## src/rtl/ctu_clsp_pkg.sv

```systemverilog
// ---------------------------------------------------------------------------
// ctu_clsp_pkg
// Shared definitions for the CTU clock-spine generator blocks: the divider
// FSM state encoding and the default divider parameters.
// ---------------------------------------------------------------------------
package ctu_clsp_pkg;

   typedef enum logic [1:0] {
      IDLE = 2'd0,
      RUN  = 2'd1,
      PEND = 2'd2
   } ctu_state_t;

   localparam int CTU_DIV_W_DFLT     = 5;
   localparam int CTU_RST_RATIO_DFLT = 2;

endpackage : ctu_clsp_pkg

```

## src/rtl/ctu_clsp_clkgn_ndiv_if.sv

```systemverilog
// ---------------------------------------------------------------------------
// ctu_clsp_clkgn_ndiv_if
// Control/status bundle of the domain-clock divider.
//   div_ratio  : requested divide ratio (0 is treated as 1)
//   div_ld     : 1-cycle load strobe for div_ratio
//   div_ld_ack : 1-cycle pulse in the first cycle of the new ratio's period
//   stretch_l  : low freezes the divider for that cycle
//   dom_div    : divided domain clock
//   align_edge : 1-cycle pulse, the next cycle is a dom_div rising edge
//   cur_ratio  : ratio currently in force
// master = ratio/stretch controller, slave = divider.
// ---------------------------------------------------------------------------
import ctu_clsp_pkg::*;

interface ctu_clsp_clkgn_ndiv_if #(
   parameter int DIV_W = CTU_DIV_W_DFLT
);
   logic [DIV_W-1:0] div_ratio;
   logic             div_ld;
   logic             div_ld_ack;
   logic             stretch_l;
   logic             dom_div;
   logic             align_edge;
   logic [DIV_W-1:0] cur_ratio;

   modport master (
      output div_ratio, div_ld, stretch_l,
      input  div_ld_ack, dom_div, align_edge, cur_ratio
   );

   modport slave (
      input  div_ratio, div_ld, stretch_l,
      output div_ld_ack, dom_div, align_edge, cur_ratio
   );
endinterface : ctu_clsp_clkgn_ndiv_if

```

## src/rtl/ctu_clsp_ratio_shadow.sv

```systemverilog
// ---------------------------------------------------------------------------
// ctu_clsp_ratio_shadow
// Holds the requested divide ratio until the divider reaches a period
// boundary. A load clamps 0 to 1 and marks the shadow pending; the pending
// ratio is released at the next non-stretched wrap.
//   clk, init_l : clock, synchronous active-low reset
//   div_ld      : load strobe, div_ratio : requested ratio
//   wrap        : divider is wrapping this cycle (already qualified by stretch)
//   shadow      : ratio to apply, pend : shadow not yet applied
//   apply       : combinational strobe, switch to shadow at this wrap
//   ack         : registered apply, high in cnt=0 of the new period
// ---------------------------------------------------------------------------
import ctu_clsp_pkg::*;

module ctu_clsp_ratio_shadow #(
   parameter int DIV_W     = CTU_DIV_W_DFLT,
   parameter int RST_RATIO = CTU_RST_RATIO_DFLT
) (
   input  logic             clk,
   input  logic             init_l,
   input  logic             div_ld,
   input  logic [DIV_W-1:0] div_ratio,
   input  logic             wrap,
   output logic [DIV_W-1:0] shadow,
   output logic             pend,
   output logic             apply,
   output logic             ack
);

   // A load landing on a wrap edge defers to the following wrap, so the
   // latest requested value is the only one ever applied.
   always_comb apply = wrap & pend & ~div_ld;

   always_ff @(posedge clk) begin
      if (!init_l) begin
         shadow <= DIV_W'(RST_RATIO);
         pend   <= 1'b0;
         ack    <= 1'b0;
      end else begin
         ack <= apply;
         if (div_ld) begin
            shadow <= (div_ratio == '0) ? DIV_W'(1) : div_ratio;
            pend   <= 1'b1;
         end else if (apply) begin
            pend   <= 1'b0;
         end
      end
   end

endmodule : ctu_clsp_ratio_shadow

```

## src/rtl/ctu_clsp_clkgn_ndiv.sv

```systemverilog
// ---------------------------------------------------------------------------
// ctu_clsp_clkgn_ndiv
// Domain-clock divider for the CTU clock spine. Divides pll_clk by a binary
// ratio R (high ceil(R/2) cycles, low floor(R/2)), supports glitch-free
// ratio change at period boundaries, per-cycle stretch, and an align_edge
// pulse one cycle ahead of every dom_div rising edge.
//   pll_clk : sole clock
//   init_l  : synchronous active-low reset
//   bus     : control/status bundle (slave side)
// All outputs come straight from flops: the next-cycle counter value is
// decoded here and registered alongside the counter.
// ---------------------------------------------------------------------------
import ctu_clsp_pkg::*;

module ctu_clsp_clkgn_ndiv #(
   parameter int DIV_W     = CTU_DIV_W_DFLT,
   parameter int RST_RATIO = CTU_RST_RATIO_DFLT
) (
   input  logic                  pll_clk,
   input  logic                  init_l,
   ctu_clsp_clkgn_ndiv_if.slave  bus
);

   ctu_state_t       state, state_nxt;
   logic [DIV_W-1:0] cnt, cnt_nxt;
   logic [DIV_W-1:0] ratio, ratio_nxt;
   logic [DIV_W-1:0] shadow;
   logic             pend, apply, ack;
   logic             wrap;
   logic             dom_div_q, align_q;

   // High-phase length ceil(R/2), formed in DIV_W+1 bits so R=2**DIV_W-1
   // does not overflow before the shift.
   function automatic logic [DIV_W-1:0] hi_of(input logic [DIV_W-1:0] r);
      logic [DIV_W:0] t;
      t = {1'b0, r} + (DIV_W+1)'(1);
      return t[DIV_W:1];
   endfunction

   always_comb wrap = (state != IDLE) && bus.stretch_l && (cnt == ratio - DIV_W'(1));

   ctu_clsp_ratio_shadow #(
      .DIV_W     (DIV_W),
      .RST_RATIO (RST_RATIO)
   ) u_shadow (
      .clk       (pll_clk),
      .init_l    (init_l),
      .div_ld    (bus.div_ld),
      .div_ratio (bus.div_ratio),
      .wrap      (wrap),
      .shadow    (shadow),
      .pend      (pend),
      .apply     (apply),
      .ack       (ack)
   );

   always_comb begin
      cnt_nxt   = cnt + DIV_W'(1);
      ratio_nxt = ratio;
      state_nxt = (bus.div_ld || (pend && !apply)) ? PEND : RUN;
      if (state == IDLE || wrap) cnt_nxt = '0;
      if (apply) ratio_nxt = shadow;
   end

   // Stretch freezes counter, clock level and state; only the one-cycle
   // strobes are forced low so align_edge is never repeated.
   always_ff @(posedge pll_clk) begin
      if (!init_l) begin
         state     <= IDLE;
         cnt       <= '0;
         ratio     <= DIV_W'(RST_RATIO);
         dom_div_q <= 1'b0;
         align_q   <= 1'b0;
      end else if (!bus.stretch_l) begin
         align_q   <= 1'b0;
      end else begin
         state     <= state_nxt;
         cnt       <= cnt_nxt;
         ratio     <= ratio_nxt;
         dom_div_q <= (cnt_nxt < hi_of(ratio_nxt));
         align_q   <= (cnt_nxt == ratio_nxt - DIV_W'(1));
      end
   end

   assign bus.dom_div    = dom_div_q;
   assign bus.align_edge = align_q;
   assign bus.div_ld_ack = ack;
   assign bus.cur_ratio  = ratio;

endmodule : ctu_clsp_clkgn_ndiv

```

## src/flat_wrapper.sv

```systemverilog
// flat-port wrapper written by rule: the top's interface ports become plain ports
module ctu_clsp_clkgn_ndiv_flat 
#(
   parameter int DIV_W     = CTU_DIV_W_DFLT,
   parameter int RST_RATIO = CTU_RST_RATIO_DFLT
)
  (pll_clk, init_l, bus_div_ratio, bus_div_ld, bus_stretch_l, bus_div_ld_ack, bus_dom_div, bus_align_edge, bus_cur_ratio);
  ctu_clsp_clkgn_ndiv_if #(.DIV_W(DIV_W)) bus_i ();
  input  logic pll_clk;
  input  logic init_l;
  input wire logic [$bits(bus_i.div_ratio)-1:0] bus_div_ratio;
  input wire logic [$bits(bus_i.div_ld)-1:0] bus_div_ld;
  input wire logic [$bits(bus_i.stretch_l)-1:0] bus_stretch_l;
  output wire logic [$bits(bus_i.div_ld_ack)-1:0] bus_div_ld_ack;
  output wire logic [$bits(bus_i.dom_div)-1:0] bus_dom_div;
  output wire logic [$bits(bus_i.align_edge)-1:0] bus_align_edge;
  output wire logic [$bits(bus_i.cur_ratio)-1:0] bus_cur_ratio;
  assign bus_i.div_ratio = bus_div_ratio;
  assign bus_i.div_ld = bus_div_ld;
  assign bus_i.stretch_l = bus_stretch_l;
  assign bus_div_ld_ack = bus_i.div_ld_ack;
  assign bus_dom_div = bus_i.dom_div;
  assign bus_align_edge = bus_i.align_edge;
  assign bus_cur_ratio = bus_i.cur_ratio;
  ctu_clsp_clkgn_ndiv #(.DIV_W(DIV_W), .RST_RATIO(RST_RATIO)) u_core (.pll_clk(pll_clk), .init_l(init_l), .bus(bus_i));
endmodule
```

## config.mk

```make
export PLATFORM = sky130hd
export DESIGN_NAME = ctu_clsp_clkgn_ndiv_flat
export DESIGN_NICKNAME = d
export VERILOG_FILES = /design/src/rtl/ctu_clsp_pkg.sv /design/src/rtl/ctu_clsp_clkgn_ndiv_if.sv /design/src/rtl/ctu_clsp_ratio_shadow.sv /design/src/rtl/ctu_clsp_clkgn_ndiv.sv /design/src/flat_wrapper.sv
export SDC_FILE = /design/constraint.sdc
export NUM_CORES = 1
export LEC_CHECK = 0
export ABC_AREA = 1
export CAP_MARGIN = 20
export CORE_MARGIN = 10
export CORE_UTILIZATION = 28
export CTS_CLUSTER_DIAMETER = 80
export DETAILED_ROUTE_END_ITERATION = 10
export PLACE_DENSITY_LB_ADDON = 0.15
export SLEW_MARGIN = 5
export SYNTH_ARGS = -nofsm -noshare
export SYNTH_HDL_FRONTEND = slang
export SYNTH_HIERARCHICAL = 1
export SYNTH_SLANG_ARGS = --single-unit
```

## constraint.sdc

```tcl
create_clock -name pll_clk -period 9.06 [get_ports pll_clk]
set_clock_uncertainty 0.2 [all_clocks]
set_input_delay 2.265 -clock pll_clk [delete_from_list [all_inputs] [get_ports pll_clk]]
set_output_delay 2.265 -clock pll_clk [all_outputs]
set_load 0.005 [all_outputs]
```

======== Yosys cells after proc, flatten, opt, wreduce, memory -nomap -nowiden ========
Cells that the tools add are included.
storage, ports and cells
  flip-flop bits (word level) ............. 21
  input port bits ......................... 9
  output and inout bits ................... 8
operators by class
  add/subtract/negate cells ............... 4
  $lt $le $gt $ge ......................... 1
  equality and inequality tests ........... 2
  mux-type cells .......................... 6
  bitwise gates (word level) .............. 3
  reduce and logical (&&, ||, !) cells .... 11
operator list
  cell                                                                 number
  5-bit 2-to-1 mux                                                     3
  5-bit == test                                                        2
  5-bit by 1-bit subtractor with 5-bit output (second input constant)  2
  5-bit by 1-bit adder with 6-bit output (second input constant)       1
  5-bit by 1-bit adder with 5-bit output (second input constant)       1
  5-bit zero test                                                      1
  5-bit less-than comparator                                           1
  2-bit nonzero test                                                   2
  1-bit logical AND                                                    3
  1-bit bitwise AND                                                    2
  2-bit zero test                                                      1
  1-bit logical OR                                                     2
  1-bit 2-to-1 mux                                                     2
  2-bit 2-to-1 mux                                                     1
  2-bit AND reduction                                                  1
  1-bit zero test                                                      1
  1-bit inverter                                                       1

======== Longest topological paths before layout ========
  depth after elaboration ................. 9
  mapped depth ............................ 27
  mapped depth without buffers ............ 25

======== Modules after synthesis ========
The synthesis kept the hierarchy.
by module, submodules not included
  module                 times used  cells each  area an instance (um2)
  ctu_clsp_clkgn_ndiv    1           184         1,174.9
  ctu_clsp_ratio_shadow  1           33          254.0

======== Worst setup path after synthesis ========
Ideal clock, no wire load.
  path type ............................... in2reg
  start point ............................. input bus_stretch_l
  end point ............................... register u_core.dom_div_q (netlist: u_core/bus.dom_div)
  arrival time ............................ 4.813 ns
  required time ........................... 8.802 ns
  path slack .............................. 3.989 ns
  stages on the path ...................... 23
  cells stage by stage .................... inv_1 > nor2_1 > nand3_1 > a21oi_2 > nand2_1 > buf_6 > inv_1 > nand2_1 > nor2_1 > buf_6 > inv_4 > or2_0 > o21ai_2 > inv_2 > ha_1 > nand3_1 > xnor2_1 > ha_1 > nand2_1 > nor2_1 > a2111oi_0 > nand2_1 > nand2_1
on the way
  word-level cells in the longest chain between the ends .. 7
  elaborated cells on any way between the ends .. 9
RTL lines
  element                                 line                         source
  start, declared                         flat_wrapper.sv:13           input wire logic [$bits(bus_i.stretch_l)-1:0] bus_stretch_l;
  1-bit logical AND (2 in a row)          ctu_clsp_clkgn_ndiv.sv:40    always_comb wrap = (state != IDLE) && bus.stretch_l && (cnt == ratio - DIV_W'(1));
  via u_core.wrap                         ctu_clsp_clkgn_ndiv.sv:29    logic wrap;
  1-bit bitwise AND (2 in a row)          ctu_clsp_ratio_shadow.sv:32  always_comb apply = wrap & pend & ~div_ld;
  via u_core.apply                        ctu_clsp_clkgn_ndiv.sv:28    logic pend, apply, ack;
  5-bit 2-to-1 mux                        ctu_clsp_clkgn_ndiv.sv:62    if (apply) ratio_nxt = shadow;
  via u_core.ratio_nxt[0]                 ctu_clsp_clkgn_ndiv.sv:26    logic [DIV_W-1:0] ratio, ratio_nxt;
  5-bit by 1-bit adder with 6-bit output  ctu_clsp_clkgn_ndiv.sv:36    t = {1'b0, r} + (DIV_W+1)'(1);
  5-bit less-than comparator              ctu_clsp_clkgn_ndiv.sv:80    dom_div_q <= (cnt_nxt < hi_of(ratio_nxt));
  end signal, assigned                    ctu_clsp_clkgn_ndiv.sv:80
  end, declared                           ctu_clsp_clkgn_ndiv.sv:30    logic dom_div_q, align_q;
The timed path passes the listed nets, and every way through them passes these cells.
A chain may end at the register's enable or synchronous reset.

======== Final worst setup path ========
Same ends and word-level chain as after synthesis.

==> results.tsv <==
metric	value	unit
areaGrowthSynthToFinish	18.7	%
fin_nets	252	
synthCells	217	
start_util	0.295	
avgRoutedWirePerCell	12.0	um
setup_tns	0	ps
antenna_cells	0	
critical_path_class	in2reg	
final_cell_area	1700	sq um
die_h	91.4	um
fmax	165	MHz
grt_pass1_wl	5.99	mm
end_kind	flop	
slew_violations	0	
routed_via_density	4.54	
worst_setup_path_start_kind	input pin	
root_buffer	clkbuf_8	
rows	25	
drive_gt1_frac	0.137	
synth_area_leaders	dfxtp_1 (29%), nand2_1 (12%), nor2_1 (7.1%)	
grt_pass1_vias	1236	
max_slew_margin	0.506	
dr.first_iter.drc_count	60	
cts_tree	done	
drc	0	
synth_top_cell_by_area	dfxtp_1	
gp_congestion	0.828	
fin_crit	6050	ps
cts_setup_buffers	0	
cap_violations	0	
place_hpwl	2.91	mm
clock-sinks	21	
num_vias	1368	
worstMarginPinSlew	739	ps
hp-class	reg2reg	
fin_total_pwr	189	uW
synth.cell_area	1430	sq um
antenna_found_initial	0	
clock_latency	270	ps
wl	3.60	mm
synth.avg_cell_area	6.58	sq um
critPathMaxFanout	11	
syn_nets	234	
htreeDepth	1	
crit_arrival	6070	ps
vdd_drop_max	42.9	uV
synthDistinctLibCells	29	
final_util	0.350	
cts.clk_slew.worst_paths	90	ps
cts_inserted_buffers	3	
max-clock-path-buffers	2	
post_dp_cell_area	1650	sq um
pwr_density_cell	111	nW/um^2
grt_overflow	0	
outcome	finished clean	
grt_max_degree	14	
numPortBuffers	16	
ctsHoldBuffers	0	
crit_required	9080	ps
dieWidth	91.4	um
hold_ws	261	ps
synth_top_cell_area_share	0.294	
post_cts_resized	0	
track_usage	0.0857	
core_area	4850	sq um
static-leakage-power	0.000791	uW
fin_crit_sh	0.668	
die_area	8360	sq um
ios	17	
ant_nets	0	
dr.pass1.iters	4	
setup_viol	0	
ys_warn_count	6	
seq_area_frac_synth	0.294	
ys_ff_latch	21	
hold_violations	0	
rsz0062_at_grt	false	
n_fill_cell	532	
-- flip-flops by register name, indices dropped and copies added (netlist names) --
signal,flops
u_core/bus.cur_ratio,5
u_core/cnt,5
u_core/u_shadow/shadow,5
u_core/state,2
u_core/bus.align_edge,1
u_core/bus.dom_div,1
u_core/u_shadow/ack,1
u_core/u_shadow/pend,1
-- cell usage in the layout (no fill, tap or decap), drive strengths merged --
| master | count |
|---|---|
| nor2 | 30 |
| a21oi | 6 |
| clkbuf | 3 |
| nand3 | 20 |
| o21ai | 11 |
| o22ai | 9 |
| ha | 8 |
| dfxtp | 21 |
| clkdlybuf4s50 | 16 |
| nand4 | 6 |
| clkinvlp | 1 |
| a2111oi | 1 |
| nand2 | 52 |
| xor2 | 3 |
| clkinv | 3 |
| xnor2 | 2 |
| nor3 | 1 |
| a22oi | 1 |
| or2 | 3 |
| inv | 37 |
-- per-stage QoR --
step / std cells / worst slack, ps
2_1_floorplan: 217 / 3990
3_3_place_gp: 297 / 2840
3_5_place_dp: 297 / 2760
4_1_cts: 301 / 3000
5_1_grt: 301 / 2500
6_report: 301 / 3010
-- cell usage after synthesis (all sizes together) --
cell type,number
xnor2,2
a22oi,1
buf,2
or2,3
nor3,1
ha,8
clkinv,3
nor2,30
clkbuf,1
o22ai,9
nand2,52
xor2,3
a21oi,6
o21ai,11
nand3,20
dfxtp,21
inv,37
a2111oi,1
nand4,6
-- layout make-up --
cell class                 instances  area [sq um]  share of cell area
multi-input combinational        153           830               0.489
sequential                        21           420               0.248
timing repair buffer              16           160              0.0945
inverter                          40           153              0.0900
tap                               67          83.8              0.0494
clock buffer                       3          41.3              0.0244
clock inverter                     1          7.51             0.00443
-- worst paths after layout --
path	slack, ps	depth (start not counted)	end	from
max	3010	22	u_core/bus.dom_div	bus_stretch_l
min	260	2	u_core/bus.dom_div	u_core/bus.dom_div
max reg2reg	4570	24	u_core/bus.dom_div	u_core/bus.cur_ratio[0]
min reg2reg	260	2	u_core/bus.dom_div	u_core/bus.dom_div
-- power by group --
group / total, uW / internal, uW / switching, uW
Sequential: 98.3 / 96.0 / 2.30
Combinational: 23.1 / 9.74 / 13.4
Clock: 67.1 / 31.2 / 36.0
Total: 189 / 137 / 51.7
-- routing by layer --
metal | global-route usage | vias to the layer above | wire length, um
met1 | 0.116 | 608 | 1790
met2 | 0.130 | 25 | 1560
met4 | 0.0274 | 0 | 36
met3 | 0.0206 | 4 | 209
met5 | 0 | - | 0
li1 | - | 731 | -
-- critical path, stage by stage --
cell and delay, ps:
clkdlybuf4s50_1 510, inv_1 70, nor2_1 100, nand3_1 90, a21oi_2 100, nand2_1 250
inv_1 160, nand2_1 80, nor2_1 570, inv_4 60, or2_0 230, o21ai_2 140
inv_2 80, ha_1 230, nand3_1 100, xnor2_1 130, ha_1 260, nand2_1 70
nor2_1 50, a2111oi_0 350, nand2_1 100, nand2_1 60
-- kinds of logic after synthesis --
group / share of synthesized area
XOR/XNOR: 0.0307
buffers and inverters: 0.125
adder cells (fa/ha/maj): 0.0701
AO/OA/AOI/OAI: 0.126
AND/OR/NAND/NOR: 0.354
flip-flops: 0.294
No activity file was read; power rests on OpenSTA's default activity.
